<file path="src/rtl/rv32i_memory_map_pkg.sv">
// Shared types and default SoC memory map for the rv32i data-port bus decoder.
package rv32i_memory_map_pkg;

  typedef enum logic [0:0] {StIdle, StBusy} state_e;

  localparam logic [1:0] CauseNone     = 2'd0;
  localparam logic [1:0] CauseUnmapped = 2'd1;
  localparam logic [1:0] CauseTimeout  = 2'd2;
  localparam logic [1:0] CauseRdWr     = 2'd3;

  // Region order: MMIO, RAM, ROM, GPU (index 0 is highest priority on overlap).
  localparam int unsigned DefNumRegions = 4;
  localparam logic [4*32-1:0] DefRegionBase =
    {32'h0005_0000, 32'h0002_0000, 32'h0001_0000, 32'h0000_0000};
  localparam logic [4*32-1:0] DefRegionEnd =
    {32'h0006_0000, 32'h0003_0000, 32'h0002_0000, 32'h0000_0040};
  localparam logic [4*4-1:0] DefRegionWait = {4'd2, 4'd3, 4'd0, 4'd0};

endpackage

</file>
<file path="src/rtl/rv32i_memory_map_region_decode.sv">
// Combinational priority address decoder: lowest-index matching region wins.
module rv32i_memory_map_region_decode #(
  parameter int unsigned XLEN = 32,
  parameter int unsigned NUM_REGIONS = 4,
  parameter logic [NUM_REGIONS*XLEN-1:0] REGION_BASE = '0,
  parameter logic [NUM_REGIONS*XLEN-1:0] REGION_END = '0
) (
  input  logic [XLEN-1:0]        addr_i,
  output logic [NUM_REGIONS-1:0] hit_o,
  output logic [3:0]             idx_o,
  output logic                   any_o
);

  always_comb begin
    idx_o = '0;
    any_o = 1'b0;
    hit_o = '0;
    for (int k = NUM_REGIONS - 1; k >= 0; k--) begin
      if (addr_i >= REGION_BASE[k*XLEN +: XLEN] && addr_i < REGION_END[k*XLEN +: XLEN]) begin
        idx_o = 4'(k);
        any_o = 1'b1;
      end
    end
    for (int k = 0; k < NUM_REGIONS; k++) begin
      hit_o[k] = any_o && (idx_o == 4'(k));
    end
  end

endmodule

</file>
<file path="src/rtl/rv32i_memory_map.sv">
// Bus decoder/controller between the rv32i data port and N memory-mapped regions:
// registered request, per-region wait states, ready timeout and sticky fault capture.
module rv32i_memory_map
  import rv32i_memory_map_pkg::*;
#(
  parameter int unsigned XLEN = 32,
  parameter int unsigned PORT_LEN = 32,
  parameter int unsigned NUM_REGIONS = DefNumRegions,
  parameter logic [NUM_REGIONS*XLEN-1:0] REGION_BASE = DefRegionBase,
  parameter logic [NUM_REGIONS*XLEN-1:0] REGION_END = DefRegionEnd,
  parameter logic [NUM_REGIONS*4-1:0] REGION_WAIT = DefRegionWait,
  parameter int unsigned TIMEOUT = 64
) (
  input  logic                            clk_i,
  input  logic                            reset_i,
  input  logic                            read_i,
  input  logic                            write_i,
  input  logic [XLEN-1:0]                 addr_i,
  input  logic [PORT_LEN-1:0]             data_i,
  input  logic [NUM_REGIONS*PORT_LEN-1:0] dev_data_i,
  input  logic [NUM_REGIONS-1:0]          dev_ready_i,
  input  logic                            fault_clear_i,
  output logic [NUM_REGIONS-1:0]          region_sel_o,
  output logic                            dev_read_o,
  output logic                            dev_write_o,
  output logic [XLEN-1:0]                 dev_addr_o,
  output logic [PORT_LEN-1:0]             dev_data_o,
  output logic [PORT_LEN-1:0]             data_o,
  output logic                            ready_o,
  output logic                            err_o,
  output logic                            fault_o,
  output logic [XLEN-1:0]                 fault_addr_o,
  output logic [1:0]                      fault_cause_o
);

  localparam int unsigned ToW = $clog2(TIMEOUT + 1);

  logic [NUM_REGIONS-1:0] hit;
  logic [3:0]             hit_idx;
  logic                   hit_any;

  rv32i_memory_map_region_decode #(
    .XLEN        (XLEN),
    .NUM_REGIONS (NUM_REGIONS),
    .REGION_BASE (REGION_BASE),
    .REGION_END  (REGION_END)
  ) u_decode (
    .addr_i (addr_i),
    .hit_o  (hit),
    .idx_o  (hit_idx),
    .any_o  (hit_any)
  );

  state_e                 state_q, state_d;
  logic [NUM_REGIONS-1:0] sel_q, sel_d;
  logic                   rd_q, rd_d, wr_q, wr_d;
  logic [XLEN-1:0]        addr_q, addr_d, dev_addr_q, dev_addr_d;
  logic [PORT_LEN-1:0]    dev_data_q, dev_data_d, data_q, data_d;
  logic                   ready_q, ready_d, err_q, err_d;
  logic [3:0]             wait_q, wait_d;
  logic [ToW-1:0]         to_q, to_d;
  logic                   fault_q, fault_d;
  logic [XLEN-1:0]        fault_addr_q, fault_addr_d;
  logic [1:0]             fault_cause_q, fault_cause_d;

  logic [XLEN-1:0]     base_sel;
  logic [3:0]          wait_sel;
  logic                cur_ready;
  logic [PORT_LEN-1:0] cur_data;
  logic                accept, req_bad, busy_live, done_ok, timed_out, err_now;

  always_comb begin
    base_sel = '0;
    wait_sel = '0;
    cur_data = '0;
    for (int k = 0; k < NUM_REGIONS; k++) begin
      if (hit_idx == 4'(k)) begin
        base_sel = REGION_BASE[k*XLEN +: XLEN];
        wait_sel = REGION_WAIT[k*4 +: 4];
      end
      if (sel_q[k]) cur_data = dev_data_i[k*PORT_LEN +: PORT_LEN];
    end
  end

  assign cur_ready = |(dev_ready_i & sel_q);
  // ready_q blocks re-acceptance of the request the core still holds during its ready_o cycle.
  assign accept    = (state_q == StIdle) && (read_i || write_i) && !ready_q;
  assign req_bad   = (read_i && write_i) || !hit_any;
  assign busy_live = (state_q == StBusy) && (wait_q == 4'd0);
  assign done_ok   = busy_live && cur_ready;
  assign timed_out = busy_live && !cur_ready && (to_q == ToW'(TIMEOUT - 1));
  assign err_now   = (accept && req_bad) || timed_out;

  always_ff @(posedge clk_i or posedge reset_i) begin
    if (reset_i) state_q <= StIdle;
    else         state_q <= state_d;
  end

  always_comb begin
    state_d = state_q;
    unique case (state_q)
      StIdle: if (accept && !req_bad) state_d = StBusy;
      StBusy: if (done_ok || timed_out) state_d = StIdle;
      default: state_d = StIdle;
    endcase
  end

  always_comb begin
    sel_d         = sel_q;
    rd_d          = rd_q;
    wr_d          = wr_q;
    addr_d        = addr_q;
    dev_addr_d    = dev_addr_q;
    dev_data_d    = dev_data_q;
    data_d        = data_q;
    ready_d       = 1'b0;
    err_d         = 1'b0;
    wait_d        = wait_q;
    to_d          = to_q;
    fault_d       = fault_q;
    fault_addr_d  = fault_addr_q;
    fault_cause_d = fault_cause_q;

    if (accept && !req_bad) begin
      sel_d      = hit;
      rd_d       = read_i;
      wr_d       = write_i;
      addr_d     = addr_i;
      dev_addr_d = addr_i - base_sel;
      dev_data_d = data_i;
      wait_d     = wait_sel;
      to_d       = '0;
    end
    if (state_q == StBusy) begin
      if (wait_q != 4'd0) wait_d = wait_q - 4'd1;
      else if (!cur_ready && !timed_out) to_d = to_q + ToW'(1);
    end
    if (done_ok || timed_out) begin
      sel_d   = '0;
      rd_d    = 1'b0;
      wr_d    = 1'b0;
      ready_d = 1'b1;
    end
    if (done_ok && rd_q) data_d = cur_data;
    if (err_now) begin
      ready_d = 1'b1;
      err_d   = 1'b1;
      data_d  = '0;
    end

    // A new error in the same cycle as a clear is recorded rather than dropped.
    if (err_now && (!fault_q || fault_clear_i)) begin
      fault_d       = 1'b1;
      fault_addr_d  = timed_out ? addr_q : addr_i;
      fault_cause_d = timed_out ? CauseTimeout :
                      (read_i && write_i) ? CauseRdWr : CauseUnmapped;
    end else if (fault_clear_i) begin
      fault_d       = 1'b0;
      fault_addr_d  = '0;
      fault_cause_d = CauseNone;
    end
  end

  always_ff @(posedge clk_i or posedge reset_i) begin
    if (reset_i) begin
      sel_q         <= '0;
      rd_q          <= 1'b0;
      wr_q          <= 1'b0;
      addr_q        <= '0;
      dev_addr_q    <= '0;
      dev_data_q    <= '0;
      data_q        <= '0;
      ready_q       <= 1'b0;
      err_q         <= 1'b0;
      wait_q        <= '0;
      to_q          <= '0;
      fault_q       <= 1'b0;
      fault_addr_q  <= '0;
      fault_cause_q <= CauseNone;
    end else begin
      sel_q         <= sel_d;
      rd_q          <= rd_d;
      wr_q          <= wr_d;
      addr_q        <= addr_d;
      dev_addr_q    <= dev_addr_d;
      dev_data_q    <= dev_data_d;
      data_q        <= data_d;
      ready_q       <= ready_d;
      err_q         <= err_d;
      wait_q        <= wait_d;
      to_q          <= to_d;
      fault_q       <= fault_d;
      fault_addr_q  <= fault_addr_d;
      fault_cause_q <= fault_cause_d;
    end
  end

  assign region_sel_o  = sel_q;
  assign dev_read_o    = rd_q;
  assign dev_write_o   = wr_q;
  assign dev_addr_o    = dev_addr_q;
  assign dev_data_o    = dev_data_q;
  assign data_o        = data_q;
  assign ready_o       = ready_q;
  assign err_o         = err_q;
  assign fault_o       = fault_q;
  assign fault_addr_o  = fault_addr_q;
  assign fault_cause_o = fault_cause_q;

endmodule

</file>
<file path="config.mk">
export PLATFORM = sky130hd
export DESIGN_NAME = rv32i_memory_map
export DESIGN_NICKNAME = d
export VERILOG_FILES = /design/src/rtl/rv32i_memory_map_pkg.sv /design/src/rtl/rv32i_memory_map_region_decode.sv /design/src/rtl/rv32i_memory_map.sv
export SDC_FILE = /design/constraint.sdc
export NUM_CORES = 1
export LEC_CHECK = 0
export CORE_ASPECT_RATIO = 0.9
export CORE_MARGIN = 2
export CORE_UTILIZATION = 47
export CTS_CLUSTER_DIAMETER = 30
export CTS_CLUSTER_SIZE = 8
export DETAILED_ROUTE_END_ITERATION = 8
export PLACE_DENSITY = 0.95
export SYNTH_ARGS = -nofsm -noshare
export SYNTH_HDL_FRONTEND = slang
export SYNTH_SLANG_ARGS = --single-unit
</file>
<file path="constraint.sdc">
create_clock -name clk_i -period 10 [get_ports clk_i]
set_clock_uncertainty 0.15 [all_clocks]
set_input_delay 2 -clock clk_i [delete_from_list [all_inputs] [get_ports clk_i]]
set_output_delay 2 -clock clk_i [all_outputs]
set_load 0.01 [all_outputs]
</file>
; Word level (Yosys, flattened, before mapping)
; Cells that the tools add are included.
[word_totals]
out_inout_bits = 139
wordCells = 117
register_bits = 183
[classes]
bitwise_logic = 2
addsub = 3
magnitude_cmp = 8
reduce_logical = 38
n_mux = 47
n_eq_ne = 4
[ops]
columns = operator, n
row1 = 32-bit two-way mux, 10
row2 = 32-bit by 18-bit less-than comparator with 1-bit output (second input constant), 2
row3 = 32-bit by 1-bit greater-or-equal comparator with 1-bit output (second input constant), 1
row4 = 32-bit by 17-bit greater-or-equal comparator with 1-bit output (second input constant), 1
row5 = 32-bit by 18-bit greater-or-equal comparator with 1-bit output (second input constant), 1
row6 = 32-bit by 19-bit greater-or-equal comparator with 1-bit output (second input constant), 1
row7 = 32-bit by 19-bit less-than comparator with 1-bit output (second input constant), 1
row8 = 32-bit by 7-bit less-than comparator with 1-bit output (second input constant), 1
row9 = 32-bit subtractor, 1
row10 = 7-bit two-way mux, 4
row11 = 4-bit two-way mux, 6
row12 = 1-bit logical AND, 20
row13 = 18-bit two-way mux, 1
row14 = 2-bit two-way mux, 9
row15 = 17-bit two-way mux, 1
row16 = 1-bit two-way mux, 15
row17 = 4-bit zero test, 2
row18 = 7-bit by 1-bit adder with 7-bit output (second input constant), 1
row19 = 7-bit by 6-bit == test with 1-bit output (second input constant), 1
row20 = 1-bit zero test, 6
row21 = 2-bit nonzero test, 3
row22 = 1-bit logical OR, 5
row23 = 4-bit bitwise AND, 1
row24 = 2-bit == test (second input constant), 2
row25 = 6 further kinds, 6

; Logic depth before layout (Yosys ltp)
[logic_depth]
ltp_word = 14
depth_mapped = 10
ltp_nobuf = 10

; Hierarchy
; A second synthesis with hierarchy kept.
[hier_totals]
hier_cells = 873
area_unflattened_um2 = 8055.2
[by_module_without_submodules]
columns = mod, cells_per_inst, area_each_um2, seq_area_each_um2, n_inst
row1 = rv32i_memory_map, 849, 7910.1, 4179.0, 1
row2 = rv32i_memory_map_region_decode, 24, 145.1, 0.0, 1

; Worst setup path before layout
; Ideal clock, no wire load.
[synth_timing]
path_kind = input to register
startpoint = input addr_i[19]
endpoint = register dev_addr_q[19], in the netlist dev_addr_o[19]
path_slack_ps = 4946
cell_stages = 10
n_path_buf = 1
required_ps = 9731
arrival_time_ps = 4786
cell_sequence = or4_4 or4_4 nor3_1 nand2_1 ha_1 or3_1 o31a_1 or3_1 clkbuf_1 o21a_1
[synth_between]
elab_chain_cells = 11
elab_cells_between_ends = 31
classes_between = add/sub (1) / order compare (8) / eq/ne (3) / mux (11) / reduce/logical (8)
[synth_lines]
columns = item, line_no
row1 = start: declaration, rv32i_memory_map.sv:18  ; input logic [XLEN-1:0] addr_i,
row2 = 32-bit by 19-bit greater-or-equal comparator with 1-bit output or 32-bit by 19-bit less-than comparator with 1-bit output (tied branches), rv32i_memory_map_region_decode.sv:19  ; if (addr_i >= REGION_BASE[k*XLEN +: XLEN] && addr_i < REGION_END[k*XLEN +: XLEN]) begin
row3 = 1-bit logical AND, rv32i_memory_map_region_decode.sv:19
row4 = 2-bit two-way mux (4 in a row), rv32i_memory_map_region_decode.sv:19
row5 = 2-bit by 1-bit == test with 1-bit output, n/a
row6 = 17-bit two-way mux, rv32i_memory_map.sv:77  ; if (hit_idx == 4'(k)) begin
row7 = 18-bit two-way mux, rv32i_memory_map.sv:77
row8 = 32-bit two-way mux, rv32i_memory_map.sv:77
row9 = 32-bit subtractor, rv32i_memory_map.sv:129  ; dev_addr_d = addr_i - base_sel;
row10 = end signal: assignment, rv32i_memory_map.sv:185  ; dev_addr_q <= dev_addr_d;
row11 = end: declaration, rv32i_memory_map.sv:57  ; logic [XLEN-1:0] addr_q, addr_d, dev_addr_q, dev_addr_d;
; Several ways; a longest one is shown, not always the timed one.
; A chain may end at the register's enable or synchronous reset.

; Worst setup path in the final report
[layout_timing]
startpoint = input addr_i[24]
endpoint = register dev_addr_q[20], in the netlist dev_addr_o[20]
; Same word-level chain as after synthesis.

==> reports/summary.json <==
{
  "sta": {
    "least_margin_pin_slew_ns": 0.909,
    "finalSetupViolCount": 0,
    "setup_repair_after_global_routing_missed_its_margin": "no",
    "hold_viol_final": 0,
    "achievable-frequency_mhz": 176,
    "period_minus_slack_ns": 5.67,
    "finalCritPeriodShare_pct": 56.7,
    "report.final.slew_viol_count": 0,
    "final.setup.tns_ns": 0,
    "timing.slew.headroom_pct": 39.4,
    "hold_ws_ns": 0.314,
    "post-route-worst-setup-slack_ns": 4.33
  },
  "detailed_routing": {
    "initialDrtViolationCount": 405,
    "wire_per_inst_um": 19.1,
    "number_of_vias_after_detailed_routing": 7564,
    "drt_first_pass_iters": 6,
    "post-route-drc-count": 0,
    "postRouteAntennaNets": 0,
    "detail_route.wirelength_um": 26700,
    "vias_per_cell": 5.40
  },
  "setup_path": {
    "crit_path_cell_trace": "clkdlybuf4s50_1 -> or4_1 -> or4_4 -> nor3_1 -> ha_1 -> fa_1 -> inv_1 -> a2111oi_0 -> xnor2_1 -> nand2_1 -> o21a_1",
    "worst_path_dominant_cell_family": "simple AND/OR/NAND/NOR gates",
    "startpoint_type_of_the_worst_setup_path": "primary input",
    "timing.critical_path.slowest_stage_cell": "sky130_fd_sc_hd__a2111oi_0",
    "timing.critical_path.slowest_cell_delay_ns": 0.69,
    "crit_path_start": "addr_i[24]",
    "cp_num_buf_inv": 2,
    "crit_path_max_fanout": 6,
    "worst-endpoint-arrival_ns": 5.83,
    "cp_data_required_time_ns": 10.16,
    "timing.setup.critical_path_class": "primary input to register",
    "sort_of_element_at_the_end_of_the_critical_path": "register",
    "ff2ff_setup_slack_ns": 7.00,
    "crit-reg2reg-launch": "region_sel_o[3]"
  },
  "global_routing": {
    "grt_max_degree": 104,
    "grt_pass1_vias": 7810,
    "grt_usage_pct": 28.8,
    "antenna_found_initial": 3,
    "grt_pass1_wl_um": 40800,
    "total_congestion_overflow_after_global_routing": 0
  },
  "final_layout": {
    "flow.area_growth_from_synthesis_pct": 49.2,
    "final_common_cell": "sky130_fd_sc_hd__clkdlybuf4s50_1",
    "finalNetCount": 1357,
    "final_standard_cell_count_with_taps_included_and_fillers_excluded": 1400,
    "sequential_cell_area_um2": 4180,
    "multiInputGateArea_um2": 3500,
    "layout.cells.most_common_list": "sky130_fd_sc_hd__clkdlybuf4s50_1, sky130_fd_sc_hd__nand2_1, sky130_fd_sc_hd__dfrtp_1",
    "final.fill_count": 1192,
    "layout-drive-gt1-share_pct": 4.91
  },
  "logic_synthesis": {
    "async_set_or_reset_flop_fraction_in_the_synthesized_netlist_pct": 100,
    "synth_edf_count": 0,
    "synthesis.area_per_instance_um2": 9.59,
    "netlist.top_cell.by_area": "sky130_fd_sc_hd__dfrtp_1",
    "syn_area_um2": 8170,
    "synth_nets": 1060,
    "synth-seq-cells": 167,
    "postSynthCellCount": 852,
    "synth_top_cells_by_area": "sky130_fd_sc_hd__dfrtp_1, sky130_fd_sc_hd__nand2_1, sky130_fd_sc_hd__mux2i_1, sky130_fd_sc_hd__a221oi_1, sky130_fd_sc_hd__nand2b_1",
    "top_cell_type_s_share_of_synthesized_area_pct": 51.1,
    "synth_flop_cell": "sky130_fd_sc_hd__dfrtp_1",
    "seq_total_area_yosys_pct": 51.1,
    "number_of_warnings_printed_during_yosys_synthesis": 0,
    "number_of_distinct_standard_cells_referenced_by_the_synthesized_netlist": 53
  },
  "placement": {
    "dp_hpwl_um": 19300,
    "place.detailed.instances": 1365,
    "io_buffers": 339,
    "gp_congestion": 0.857,
    "pre_cts_slack_ns": 4.01
  },
  "clock_tree": {
    "holdBufCountCts": 0,
    "cts_inserted_buffers": 17,
    "ctsRootBufferMaster": "sky130_fd_sc_hd__clkbuf_16",
    "setup_fix_buffers_added_after_clock_tree_synthesis": 0,
    "clkLatencyLatePin_ns": 0.42,
    "clock-sinks": 167,
    "post_cts.resized_instances": 0,
    "clock_tree_from_tritoncts": "built",
    "cts_max_path_buffers": 2,
    "clkSlewWorstSetupHoldPaths_ns": 0.07,
    "htree_levels": 4
  },
  "die": {
    "die-width_um": 143,
    "io_pins": 340,
    "fp.dieArea_um2": 18500,
    "initial_cell_density_of_the_core_pct": 48.2,
    "die_height_um": 129,
    "rows": 45,
    "placeableCoreArea_um2": 16900
  },
  "pwr": {
    "p_sw_share_pct": 25.3,
    "worst_ir_drop_vdd_mv": 0.113,
    "leakage_nw": 5.49,
    "share_clk_of_total_power_pct": 39.8,
    "power.share.combinational_pct": 14.6,
    "switching_power_w": 0.000395,
    "power-per-cell-area_nw_per_um2": 128,
    "power.internal_w": 0.00117,
    "sequentialPowerShare_pct": 45.6
  },
  "outcome": {
    "run_status": "completed"
  },
  "flow_run": {
    "drv_cap": 0
  },
  "worst_hold_path": {
    "min_path_type": "register to register",
    "worst_hold_startpoint": "dev_data_o[30]"
  }
}
per-layer routing:
layer / vias to the layer above / track usage (%) / part of all wire, %
met1: 3665 / 31.0 / 36
li1: 3520 / - / -
met4: 0 / 12.9 / 3.9
met2: 318 / 50.4 / 50
met3: 61 / 11.2 / 9.6
met5: - / 0 / 0
area by class of cell:
class                   instances  share of cell area, %
multi-input cells             571                   28.7
flip-flops and latches        167                   34.3
well taps                     235                   2.41
clock inverters                12                  0.944
repair buffers                352                   28.6
inverters                      40                   1.27
diodes                          3                 0.0616
clock buffers                  20                   3.66
Yosys cell counts (3+ instances only):
master,number
sky130_fd_sc_hd__nand2_1,178
sky130_fd_sc_hd__dfrtp_1,167
sky130_fd_sc_hd__mux2i_1,66
sky130_fd_sc_hd__clkbuf_1,50
sky130_fd_sc_hd__a21oi_1,40
sky130_fd_sc_hd__inv_1,40
sky130_fd_sc_hd__nor3_1,38
sky130_fd_sc_hd__nand2b_1,37
sky130_fd_sc_hd__nor2b_1,36
sky130_fd_sc_hd__a221oi_1,33
sky130_fd_sc_hd__o22ai_1,32
sky130_fd_sc_hd__buf_4,16
sky130_fd_sc_hd__and2_1,14
sky130_fd_sc_hd__o21a_1,13
sky130_fd_sc_hd__nand3_1,11
sky130_fd_sc_hd__nor2_1,8
sky130_fd_sc_hd__o21ai_0,8
sky130_fd_sc_hd__a31oi_1,7
sky130_fd_sc_hd__ha_1,6
sky130_fd_sc_hd__buf_2,5
sky130_fd_sc_hd__buf_6,3
sky130_fd_sc_hd__nand4_1,3
sky130_fd_sc_hd__nor4_1,3
worst min-delay path, delay by kind of cell, from the launching register on:
family	cells	cell delay (ns)
AND/OR/NAND/NOR	2	0.10
flip-flops	1	0.34
kinds of logic after synthesis:
| kind of cell | share of synthesized area (%) |
|---|---|
| buffers and inverters | 6.32 |
| muxes | 8.22 |
| adders and majority gates | 1.16 |
| DFF | 51.1 |
| and+or+nand+nor | 20.3 |
| xor gates and xnor gates | 0.429 |
| AOI/OAI and AO/OA | 12.5 |
stage by stage:
| stage | cell area, um2 | util, % | power [W] |
|---|---|---|---|
| after global routing | 12200 | 71.9 | 0.00163 |
| after global placement | 11600 | 68.6 | 0.000949 |
| final | 12200 | 71.9 | 0.00156 |
| after floorplan | 8170 | - | 0.000801 |
| after detailed placement | 11600 | 68.6 | 0.000955 |
| after CTS | 12200 | 71.9 | 0.00158 |
registers in the layout, summed over array words and instances (netlist names), 2 cells and up:
register,count
dev_addr_o,16
fault_addr_o,32
addr_q,32
dev_data_o,32
fault_cause_o,2
region_sel_o,4
data_o,32
to_q,7
wait_q,4
final timing paths:
kind	depth (start not counted)	end
max	11	dev_addr_o[20]
min	2	dev_data_o[30]
max reg2reg	7	fault_addr_o[31]
min reg2reg	2	dev_data_o[30]
max in group asynchronous	3	region_sel_o[3]
min in group asynchronous	2	dev_data_o[18]
power groups by stage:
| stage | Clock [W] | Combinational (W) | Sequential [W] |
|---|---|---|---|
| after floorplan | 0 | 0.0000669 | 0.000735 |
| after global placement | 0 | 0.000225 | 0.000724 |
| after detailed placement | 0 | 0.000229 | 0.000725 |
| after CTS | 0.000635 | 0.000231 | 0.000713 |
| after global routing | 0.000665 | 0.000245 | 0.000716 |
| final | 0.000622 | 0.000229 | 0.000713 |
No activity file was read; power rests on OpenSTA's default activity.
